File: src/rtl/rx_packet_assembler.sv
// USB receive packet assembler: hunts for SYNC, checks the PID byte, then packs
// LSB-first data bytes into rx_fifo and reports completion, byte count and errors.
module rx_packet_assembler #(
    parameter int MAX_BYTES = 66
) (
    input  logic       clk,
    input  logic       n_rst,
    input  logic       d_bit,
    input  logic       bit_strobe,
    input  logic       eop,
    input  logic       fifo_full,
    output logic       w_enable,
    output logic [7:0] w_data,
    output logic [3:0] rx_pid,
    output logic       pid_valid,
    output logic [6:0] byte_count,
    output logic       packet_done,
    output logic       rx_error
);

    typedef enum logic [1:0] {
        IDLE,
        PID,
        DATA,
        ERR
    } state_t;

    localparam logic [6:0] MAX_CNT   = 7'(MAX_BYTES);
    localparam logic [7:0] SYNC_BYTE = 8'h80;
    localparam logic [7:0] SHIFT_RST = 8'hFF;

    state_t     state, state_n;
    logic [7:0] shift_q, shift_n;
    logic [7:0] shifted;
    logic [2:0] bit_cnt, bit_cnt_n;
    logic       bit_ok;

    logic       w_enable_n;
    logic [7:0] w_data_n;
    logic [3:0] rx_pid_n;
    logic       pid_valid_n;
    logic [6:0] byte_count_n;
    logic       packet_done_n;
    logic       rx_error_n;

    // Upper nibble of a PID byte must be the ones' complement of the lower nibble.
    function automatic logic pid_check(input logic [7:0] b);
        return (b[7:4] == ~b[3:0]);
    endfunction

    // eop has priority: a bit strobed in the same cycle is discarded.
    assign bit_ok  = bit_strobe & ~eop;
    assign shifted = {d_bit, shift_q[7:1]};

    always_comb begin
        state_n       = state;
        shift_n       = shift_q;
        bit_cnt_n     = bit_cnt;
        w_enable_n    = 1'b0;
        w_data_n      = w_data;
        rx_pid_n      = rx_pid;
        pid_valid_n   = pid_valid;
        byte_count_n  = byte_count;
        packet_done_n = 1'b0;
        rx_error_n    = rx_error;

        if (bit_ok) begin
            shift_n = shifted;
        end

        case (state)
            IDLE: begin
                if (bit_ok && (shifted == SYNC_BYTE)) begin
                    state_n      = PID;
                    bit_cnt_n    = 3'd0;
                    rx_error_n   = 1'b0;
                    pid_valid_n  = 1'b0;
                    byte_count_n = 7'd0;
                end
            end

            PID: begin
                if (eop) begin
                    rx_error_n    = 1'b1;
                    packet_done_n = 1'b1;
                    state_n       = IDLE;
                    shift_n       = SHIFT_RST;
                end else if (bit_ok) begin
                    bit_cnt_n = bit_cnt + 3'd1;
                    if (bit_cnt == 3'd7) begin
                        if (pid_check(shifted)) begin
                            rx_pid_n    = shifted[3:0];
                            pid_valid_n = 1'b1;
                            state_n     = DATA;
                        end else begin
                            rx_error_n = 1'b1;
                            state_n    = ERR;
                        end
                    end
                end
            end

            DATA: begin
                if (eop) begin
                    // A non-zero bit counter means a partial byte, which is dropped.
                    if (bit_cnt != 3'd0) begin
                        rx_error_n = 1'b1;
                    end
                    packet_done_n = 1'b1;
                    state_n       = IDLE;
                    shift_n       = SHIFT_RST;
                end else if (bit_ok) begin
                    bit_cnt_n = bit_cnt + 3'd1;
                    if (bit_cnt == 3'd7) begin
                        if (fifo_full || (byte_count >= MAX_CNT)) begin
                            rx_error_n = 1'b1;
                            state_n    = ERR;
                        end else begin
                            w_enable_n   = 1'b1;
                            w_data_n     = shifted;
                            byte_count_n = byte_count + 7'd1;
                        end
                    end
                end
            end

            ERR: begin
                if (eop) begin
                    packet_done_n = 1'b1;
                    state_n       = IDLE;
                    shift_n       = SHIFT_RST;
                end
            end

            default: begin
                state_n = IDLE;
                shift_n = SHIFT_RST;
            end
        endcase
    end

    always_ff @(posedge clk or negedge n_rst) begin
        if (!n_rst) begin
            state       <= IDLE;
            shift_q     <= SHIFT_RST;
            bit_cnt     <= 3'd0;
            w_enable    <= 1'b0;
            w_data      <= 8'h00;
            rx_pid      <= 4'h0;
            pid_valid   <= 1'b0;
            byte_count  <= 7'd0;
            packet_done <= 1'b0;
            rx_error    <= 1'b0;
        end else begin
            state       <= state_n;
            shift_q     <= shift_n;
            bit_cnt     <= bit_cnt_n;
            w_enable    <= w_enable_n;
            w_data      <= w_data_n;
            rx_pid      <= rx_pid_n;
            pid_valid   <= pid_valid_n;
            byte_count  <= byte_count_n;
            packet_done <= packet_done_n;
            rx_error    <= rx_error_n;
        end
    end

endmodule

File: config.mk
export PLATFORM = sky130hd
export DESIGN_NAME = rx_packet_assembler
export DESIGN_NICKNAME = d
export VERILOG_FILES = /design/src/rtl/rx_packet_assembler.sv
export SDC_FILE = /design/constraint.sdc
export NUM_CORES = 1
export LEC_CHECK = 0
export ABC_AREA = 1
export CORE_MARGIN = 4
export CORE_UTILIZATION = 25
export CTS_BUF_LIST = sky130_fd_sc_hd__clkbuf_4
export CTS_CLUSTER_DIAMETER = 60
export DETAILED_ROUTE_END_ITERATION = 8
export GPL_TIMING_DRIVEN = 0
export SLEW_MARGIN = 30
export SYNTH_ARGS = -nofsm -noshare
export SYNTH_HDL_FRONTEND = slang
export SYNTH_SLANG_ARGS = --single-unit
File: constraint.sdc
create_clock -name clk -period 4.18 [get_ports clk]
set_input_delay 0.836 -clock clk [delete_from_list [all_inputs] [get_ports clk]]
set_output_delay 0.836 -clock clk [all_outputs]
set_load 0.02 [all_outputs]
==> impl_results.md, run 1 <==
- Status: complete, no violations
- Slew Limit Fails: 0
- M1 GR Usage: 12.6%
- HP Class: input pin to async pin
- Synth area leaders: dfrtp_1, nand2_1, dfstp_2, inv_1, ha_1
- Top cells by count, synth: nand2_1, inv_1, dfrtp_1, nor2_1, nand3_1
- Xor/xnor cell area share of the yosys netlist: 1.41%
- Reg clk slew, reported paths: 120 ps
- Register area share after synthesis: 47.6%
- Min cycle time layout: 2300 ps
- Per-cell routed wire length: 11.4 microns
- Syn Inst Count: 227
- Core area: 7250 sq um
- CP arrival: 2540 ps
- CP endpoint kind: register
- CP max-delay cell: clkdlybuf4s50_1
- FF+latch count, synth: 35
- Max Fclk: 0.436 GHz
- Die Span Y: 94.2 microns
- CP max stage delay: 550 ps
- Vias in the first global route: 1523
- Post-route DRC: 0
- Synthesized-area fraction occupied by adder cells: 6.06%
- Syn nets: 242
- Clock skew: 4.25 ps
- Clk_lat worst skew: 340 ps
- GR peak layer: met2
- Post-synth EDFFs: 0
- Clk sinks: 35
- Antenna Cells: 0
- RSZ-0062 raised after global routing: no
- GR Util met3: 3.21%
- Largest net degree at the start of global routing: 26
- Cell family with most CP delay: buffers and inverters
- Yosys cell types: 28
- Design Power: 1.06 mW
- Routed WL: 4.14 mm
- Layout area overhead: 25.7%
- Cell leakage power: 1.13 nW
- Slew @ Worst Pin: 429 ps
- First-pass GRT wire length: 7.04 mm
- Clock tree buffer depth: 2
- Final period utilization: 54.9%
- Final setup fails: 0
- R2r startpoint: state[0]
- Post-cts sizing count: 0
- Reg2Reg Setup Slack: 2340 ps
- Synth Area in Simple Gates: 26.8%
- CP Depth: 10
- Netlist Area Pre-Place: 1860 sq um
- Critical Path Fanout Max: 10
- Dpl hpwl: 3.08 mm
- Max-Cap Viols: 0
- Slew HR: 71.4%
- Complex-gate fraction of the synthesized area: 11.0%
- Fillers: 794
- Cell with the most instances after synthesis: nand2_1
- # Post-CTS Setup Buffers: 0
- Main combinational cell family by area after synthesis: simple AND/OR/NAND/NOR gates
- Die width: 94.2 microns
- DR pass1 iterations: 4
- Starting density of the core: 25.6%
- Crit Path Class: input pin to register
- Yosys top cell area share: 37.7%
- Post-DRT Antenna Nets: 0
- Fin. Hold Viols: 0
- Worst path cell trace: clkdlybuf4s50_1 -> inv_2 -> nor2_4 -> nand2_2 -> o21ai_4 -> inv_2 -> nor2_8 -> nand2_4 -> nand2_1 -> nand2_1
- CTS Hold Bufs: 0
- Setup total negative slack: 0 ps
- Reg2reg end: byte_count[1]
- Max VDD drop: 0.127 mV
- Asr flop ratio synth: 100%
- CP required: 4430 ps
- GRT overflow: 0
- Synthesized area per cell: 8.19 sq um
- Met2 usage: 16.3%
- Post-synth top flop: dfrtp_1
- Boundary Pins: 29
- Layout cells sized above 1: 10.2%
- CTS Buf Count: 5
- Root Buffer: clkbuf_4
- GRT Util Overall: 10.1%
- FF-to-FF path depth: 9
- Initial antenna violation count: 0
- Die area: 8880 sq um
- H-tree Lvls: 2
- Fin nets: 278
- Setup crit start kind: input pin
- TritonCTS clock tree: done
- Iter 0 DRT Violations: 108
- Placer Congestion: 0.830
- Vias: 1592
- Post-synthesis mux area share: 0%
- Synth area leader: dfrtp_1
- Number of port buffers: 28
- # rows: 31
- Yosys warning count: 0
- Pwr dens: 453 nW/um^2
- Vias/cell: 4.39
- Worst path bufs/invs: 3
-- state kept, by name (all words and copies together), names as in the netlist --
name / cells
byte_count: 7
shift_q: 7
w_data: 8
bit_cnt: 3
packet_done: 1
state: 2
rx_pid: 4
pid_valid: 1
w_enable: 1
rx_error: 1
-- report_power, final --
part | switching (mW) | internal [mW] | total [mW] | leakage, nW
clock | 0.125 | 0.0715 | 0.196 | 0.0317
combinational | 0.297 | 0.149 | 0.446 | 0.638
sequential | 0.0327 | 0.383 | 0.416 | 0.459
-- cell usage in the layout (no fill, tap or decap), types with 2 or more instances in the layout --
master	instances
inv_2	2
nor2_1	26
a22oi_1	7
nor3b_1	2
dfstp_2	7
inv_1	32
o21ai_0	17
dfrtp_1	28
xor2_1	2
nand2_1	60
clkdlybuf4s50_1	27
nand3_1	19
ha_1	9
clkbuf_4	6
-- logic make-up after synthesis --
group / count (synthesis)
xor+xnor: 3
compound gates: 32
buf+inv: 35
simple gates: 113
flops: 35
fa+ha+maj: 9
-- worst max path at each step --
stage	start	end
finish	bit_strobe	byte_count[1]
global route	bit_strobe	byte_count[6]
CTS	byte_count[2]	byte_count[2]
detailed placement	eop	byte_count[6]
global placement	n_rst	rx_pid[1]
floorplan	bit_strobe	byte_count[2]
-- final cells by class --
class | count | area [sq um] | area share [%]
Timing Repair Buffer | 29 | 295 | 12.6
Inverter | 34 | 128 | 5.47
Clock inverter | 2 | 12.5 | 0.536
Tap cell | 99 | 124 | 5.31
Multi-Input combinational cell | 157 | 842 | 36.1
Buffer | 1 | 3.75 | 0.161
Clock buffer | 6 | 45.0 | 1.93
Sequential cell | 35 | 885 | 37.9
-- stage by stage --
| stage | instance area [sq um] | setup slack [ps] | util (%) | instances | hold WS [ps] |
|---|---|---|---|---|---|
| 2_1_floorplan | 1860 | 2330 | - | 227 | 478 |
| 3_3_place_gp | 2260 | 1480 | 31.2 | 354 | 473 |
| 3_5_place_dp | 2280 | 1520 | 31.4 | 355 | 476 |
| 4_1_cts | 2330 | 1880 | 32.2 | 363 | 348 |
| 5_1_grt | 2330 | 1740 | 32.2 | 363 | 365 |
| 6_report | 2330 | 1880 | 32.2 | 363 | 350 |
-- routing by layer --
| metal | routed length (microns) | vias to the layer above |
|---|---|---|
| met5 | 0 | - |
| met3 | 262 | 5 |
| li1 | - | 796 |
| met2 | 1860 | 38 |
| met1 | 1960 | 753 |
| met4 | 63 | 0 |
No activity file was read; power rests on OpenSTA's default activity.
==> inputs of run 2 (changes only) <==
clock period = 2.4 ns   (was 4.18 ns; I/O delays follow)
==> run 2 against run 1 <==
Via count shrank 0.19%. Non-clock buffer count grew 1. Combinational power grew 74%. Final cell count grew 0.28%. Register-to-register slack lost 1800 ps. Count of clock-buffer cells in the layout is the same. Total power grew 74%. Clock power grew 73%. Sequential share of layout area shrank 0.16 points. Cell area grew 0.43%. Largest power group unchanged.
==> impl_results.md, run 2 (synthesis gave the netlist of run 1 again) <==
- Iter 0 DRT Violations: 93
- Slew @ Worst Pin: 430 ps
- Initial antenna violation count: 0
- Status: complete, no violations
- Vias/cell: 4.37
- Setup crit start kind: input pin
- CP required: 2640 ps
- TritonCTS clock tree: done
- # rows: 31
- # Post-CTS Setup Buffers: 0
- Top Layer Used: met4
- Vias in the first global route: 1528
- Layout area overhead: 26.2%
- Reg2reg end: byte_count[1]
- CTS Buf Count: 5
- CP max stage delay: 550 ps
- Fin. Hold Viols: 0
- Post-DRT Antenna Nets: 0
- Final setup fails: 0
- Reg clk slew, reported paths: 110 ps
- Vias: 1589
- CP max-delay cell: clkdlybuf4s50_1
- Min-Delay Endpoint: w_data[2]
- Core area: 7250 sq um
- Dpl hpwl: 3.08 mm
- Antenna Cells: 0
- Per-cell routed wire length: 11.4 microns
- Met2 WL post-DR: 1.88 mm
- Met1 wire length: 1.95 mm
- Max Fclk: 0.517 GHz
- Routed WL: 4.15 mm
- Largest Register: w_data
- DR pass1 iterations: 4
- Clk sinks: 35
- Die area: 8880 sq um
- Critical Path Fanout Max: 10
- Max-Cap Viols: 0
- Cell family with most CP delay: buffers and inverters
- Post-route DRC: 0
- Fin nets: 279
- CP endpoint kind: register
- Slew HR: 71.4%
- Met3 Wirelength: 252 microns
- Worst path bufs/invs: 3
- R2r startpoint: state[0]
- Clk_lat worst skew: 340 ps
- Hold WS: 498 ps
- Clock tree buffer depth: 2
- Commonest cells after routing, fill and taps aside: nand2_1, inv_1, dfrtp_1
- HP Class: register to register
- Setup total negative slack: 0 ps
- Slew Limit Fails: 0
- First-pass GRT wire length: 7.06 mm
- Most common cell after layout, fill and taps aside: nand2_1
- Hold_sp: w_data[2]
- CP arrival: 2180 ps
- Layout cells sized above 1: 10.2%
- Placer Congestion: 0.830
- H-tree Lvls: 2
- Die Span Y: 94.2 microns
- Clock skew: 2.22 ps
- Min cycle time layout: 1930 ps
- Starting density of the core: 25.6%
- WHS Path Cells: 2
- Max reg flops: 8
- Root Buffer: clkbuf_4
- Final period utilization: 80.6%
- RSZ-0062 raised after global routing: no
- GRT overflow: 0
- Crit Path Class: input pin to register
- FF-to-FF path depth: 9
- Max VDD drop: 0.221 mV
- Cell leakage power: 1.13 nW
- Reg2Reg Setup Slack: 560 ps
- Die width: 94.2 microns
- Number of port buffers: 28
- Boundary Pins: 29
- Largest regs: w_data (8), byte_count (7), shift_q (7)
- Pwr dens: 785 nW/um^2
- GRT Util Overall: 10.1%
- Worst path cell trace: clkdlybuf4s50_1 -> inv_2 -> nor2_4 -> nand2_2 -> o21ai_4 -> inv_2 -> nor2_8 -> nand2_4 -> nand2_1 -> nand2_1
- Largest net degree at the start of global routing: 26
-- run 2: cell types whose count changed in the layout (fill, tap and decap cells not counted), sizes merged --
cell,previous run,this run
dlygate4sd3,0,1
-- run 2: worst register-to-register path, delay by kind of cell (launching register included) --
| kind | cells | cell delay [ps] |
|---|---|---|
| buffers and inverters | 1 | 90 |
| adder cells (fa/ha/maj) | 1 | 250 |
| AND/OR/NAND/NOR | 6 | 710 |
| flip-flops | 1 | 430 |
| AO/OA/AOI/OAI | 1 | 260 |
-- run 2: cell type report --
| cell class | count | area, sq um |
|---|---|---|
| flip-flops and latches | 35 | 885 |
| fillers | 793 | 4910 |
| inverters | 34 | 128 |
| repair buffers | 30 | 305 |
| clock inverters | 2 | 12.5 |
| multi-input cells | 157 | 842 |
| well taps | 99 | 124 |
| plain buffers | 1 | 3.75 |
| clock buffers | 6 | 45.0 |
-- run 2: layer usage --
layer / vias up / global-route usage (%)
met1: 750 / 12.7
met5: - / 0
met2: 38 / 16.3
met3: 5 / 3.21
met4: 0 / 3.61
li1: 796 / -
-- run 2: stage by stage --
step,total power [mW],instances,util [%],worst slack (ps),area (sq um)
final,1.84,364,32.3,466,2340
after global routing,1.99,364,32.3,316,2340
after global placement,1.50,354,31.2,51.7,2260
after CTS,1.86,364,32.3,453,2340
after floorplan,1.30,227,-,749,1860
after detailed placement,1.52,355,31.4,96.4,2280
-- run 2: worst max-delay path by stage --
stage	startpoint	end	slack, ps	cells after the start
2_1_floorplan	byte_count[0]	byte_count[2]	750	10
3_5_place_dp	eop	byte_count[6]	100	9
4_1_cts	byte_count[2]	byte_count[2]	450	1
5_1_grt	bit_strobe	byte_count[6]	320	10
3_3_place_gp	n_rst	rx_pid[1]	50	1
6_report	bit_strobe	byte_count[1]	470	10
-- run 2: timing repair --
action / 4_1_cts / 5_1_grt
endpoints found under the hold margin: 4 / 0
hold buffers: 1 / 0
resized for setup: 0 / 0
-- run 2: power breakdown --
part / internal, mW / switching (mW) / total [mW]
Combinational: 0.261 / 0.516 / 0.777
Sequential: 0.667 / 0.0557 / 0.723
Clock: 0.124 / 0.216 / 0.340
Total: 1.05 / 0.787 / 1.84
==> inputs of run 3 (changes only) <==
clock period = 1.65 ns   (was 2.4 ns; I/O delays follow)
==> run 3 against run 2 <==
Clock skew grew 2.0 ps. Sequential power grew 47%. Count of clock-buffer cells in the layout shrank 1. Cell area grew 8.0%. Clock power grew 36%. Core utilization grew 2.6 points. Sequential cell count is the same. Non-clock buffer count grew 14. Critical path depth shrank 9. Critical path type is now register to output port.
==> impl_results.md, run 3 (synthesis gave the netlist of run 1 again) <==
- Reg clk slew, reported paths: 110 ps
- Post-Layout Cell Count: 378
- Clk sinks: 35
- Pwr dens: 1190 nW/um^2
- CP arrival: 1270 ps
- Reg2Reg Setup Slack: 100 ps
- Die width: 94.2 microns
- Post-route DRC: 0
- Iter 0 DRT Violations: 67
- # rows: 31
- Max Fclk: 0.625 GHz
- Clock tree buffer depth: 2
- Design Power: 3.00 mW
- Max VDD drop: 0.371 mV
- Cell family with most CP delay: buffers and inverters
- FF-to-FF path depth: 9
- CP endpoint kind: output port
- Fin area: 2530 sq um
- Starting density of the core: 25.6%
- Boundary Pins: 29
- Vias/cell: 4.20
- Die Span Y: 94.2 microns
- Core area: 7250 sq um
- Placed cells: 355
- Clock skew: 4.22 ps
- Vias: 1588
- HP Class: input pin to async pin
- Fin. Hold Viols: 0
- Layout area overhead: 36.2%
- Min cycle time layout: 1600 ps
- Status: complete, no violations
- Dpl hpwl: 3.12 mm
- CTS Buf Count: 5
- Placed Area: 2290 sq um
- Crit Path Class: register to output port
- GRT overflow: 0
- Antenna Cells: 0
- Largest Register: w_data
- Slew @ Worst Pin: 328 ps
- Worst path cell trace: clkdlybuf4s50_1
- Max reg flops: 8
- Largest net degree at the start of global routing: 25
- Commonest cells after routing, fill and taps aside: nand2_1, inv_1, dfrtp_1
- Layout cells sized above 1: 21.9%
- Reg2reg end: byte_count[1]
- Initial antenna violation count: 0
- Routed WL: 4.27 mm
- Vias in the first global route: 1579
- Cell leakage power: 1.34 nW
- Final setup fails: 0
- TritonCTS clock tree: done
- R2r startpoint: state[0]
- Fillers: 757
- Slew Limit Fails: 0
- Root Buffer: clkbuf_4
- Slew HR: 78.1%
- Per-cell routed wire length: 11.3 microns
- Most common cell after layout, fill and taps aside: nand2_1
- Max-Cap Viols: 0
- Worst path bufs/invs: 1
- CP max-delay cell: clkdlybuf4s50_1
- H-tree Lvls: 2
- Fin nets: 293
- Largest regs: w_data (8), byte_count (7), shift_q (7)
- Final period utilization: 96.9%
- DR pass1 iterations: 4
- Die area: 8880 sq um
- RSZ-0062 raised after global routing: yes
- Placer Congestion: 0.843
- First-pass GRT wire length: 7.27 mm
- Number of port buffers: 28
- Post-DRT Antenna Nets: 0
- CP max stage delay: 590 ps
- Hold WS: 398 ps
- Setup crit start kind: register
- Critical Path Fanout Max: 1
- GRT Util Overall: 10.6%
- CP required: 1320 ps
- Clk_lat worst skew: 350 ps
==> run 3: cell count changes in the layout (fill, tap and decap cells not counted), moves of 5 or more <==
cell and delta:
inv_1 -5, dlygate4sd2_1 +21, buf_4 +12, nand2_1 -5
inv_2 +5, clkdlybuf4s50_1 -23, nor2_1 -5
==> run 3: what timing repair did <==
| item | CTS | global route |
|---|---|---|
| pin swaps | 1 | 12 |
| setup buffers | 2 | 12 |
| endpoints found under the setup margin | 38 | 27 |
| cloned | 0 | 0 |
| hold buffers | 1 | 0 |
| endpoints found under the hold margin | 10 | 0 |
| resized for setup | 30 | 23 |
==> run 3: report_power, final <==
part / switching, mW / internal [mW] / total (mW)
combinational: 0.853 / 0.632 / 1.48
sequential: 0.0837 / 0.974 / 1.06
clock: 0.305 / 0.156 / 0.461
total: 1.24 / 1.76 / 3.00
==> run 3: how the worst max path moves through the flow <==
stage	slack, ps	from	cells past startpoint	to
2_1_floorplan	60	byte_count[1]	9	byte_count[2]
3_3_place_gp	-660	n_rst	1	byte_count[0]
3_5_place_dp	-500	bit_strobe	10	byte_count[1]
4_1_cts	0.6	shift_q[4]	8	rx_pid[3]
5_1_grt	-20	bit_strobe	10	byte_count[2]
6_report	50	w_enable	1	w_enable
==> run 3: area by class of cell <==
class	count	area [sq um]	share of cell area (%)
buffer	1	5.00	0.198
clock buffer	5	37.5	1.48
clock inverter	3	15.0	0.593
inverter	34	128	5.04
multi-input combinational	157	921	36.4
sequential	35	888	35.1
tap	99	124	4.89
timing repair buffer	44	413	16.3
==> run 3: routing by layer <==
metal | global-route usage [%] | up-vias | wire length, microns
met5 | 0 | - | 0
met3 | 3.61 | 6 | 245
met1 | 13.2 | 724 | 1950
met2 | 16.9 | 31 | 2010
met4 | 3.61 | 0 | 63
li1 | - | 827 | -
==> run 3: per-stage QoR <==
step                      util (%)  setup WS, ps  TNS [ps]
after CTS                     32.8         0.557         0
after global placement        31.2          -661    -27270
after floorplan                  -          63.1         0
after detailed placement      31.5          -498    -10840
after global routing          34.9         -19.2     -44.7
final                         34.9          50.9         0
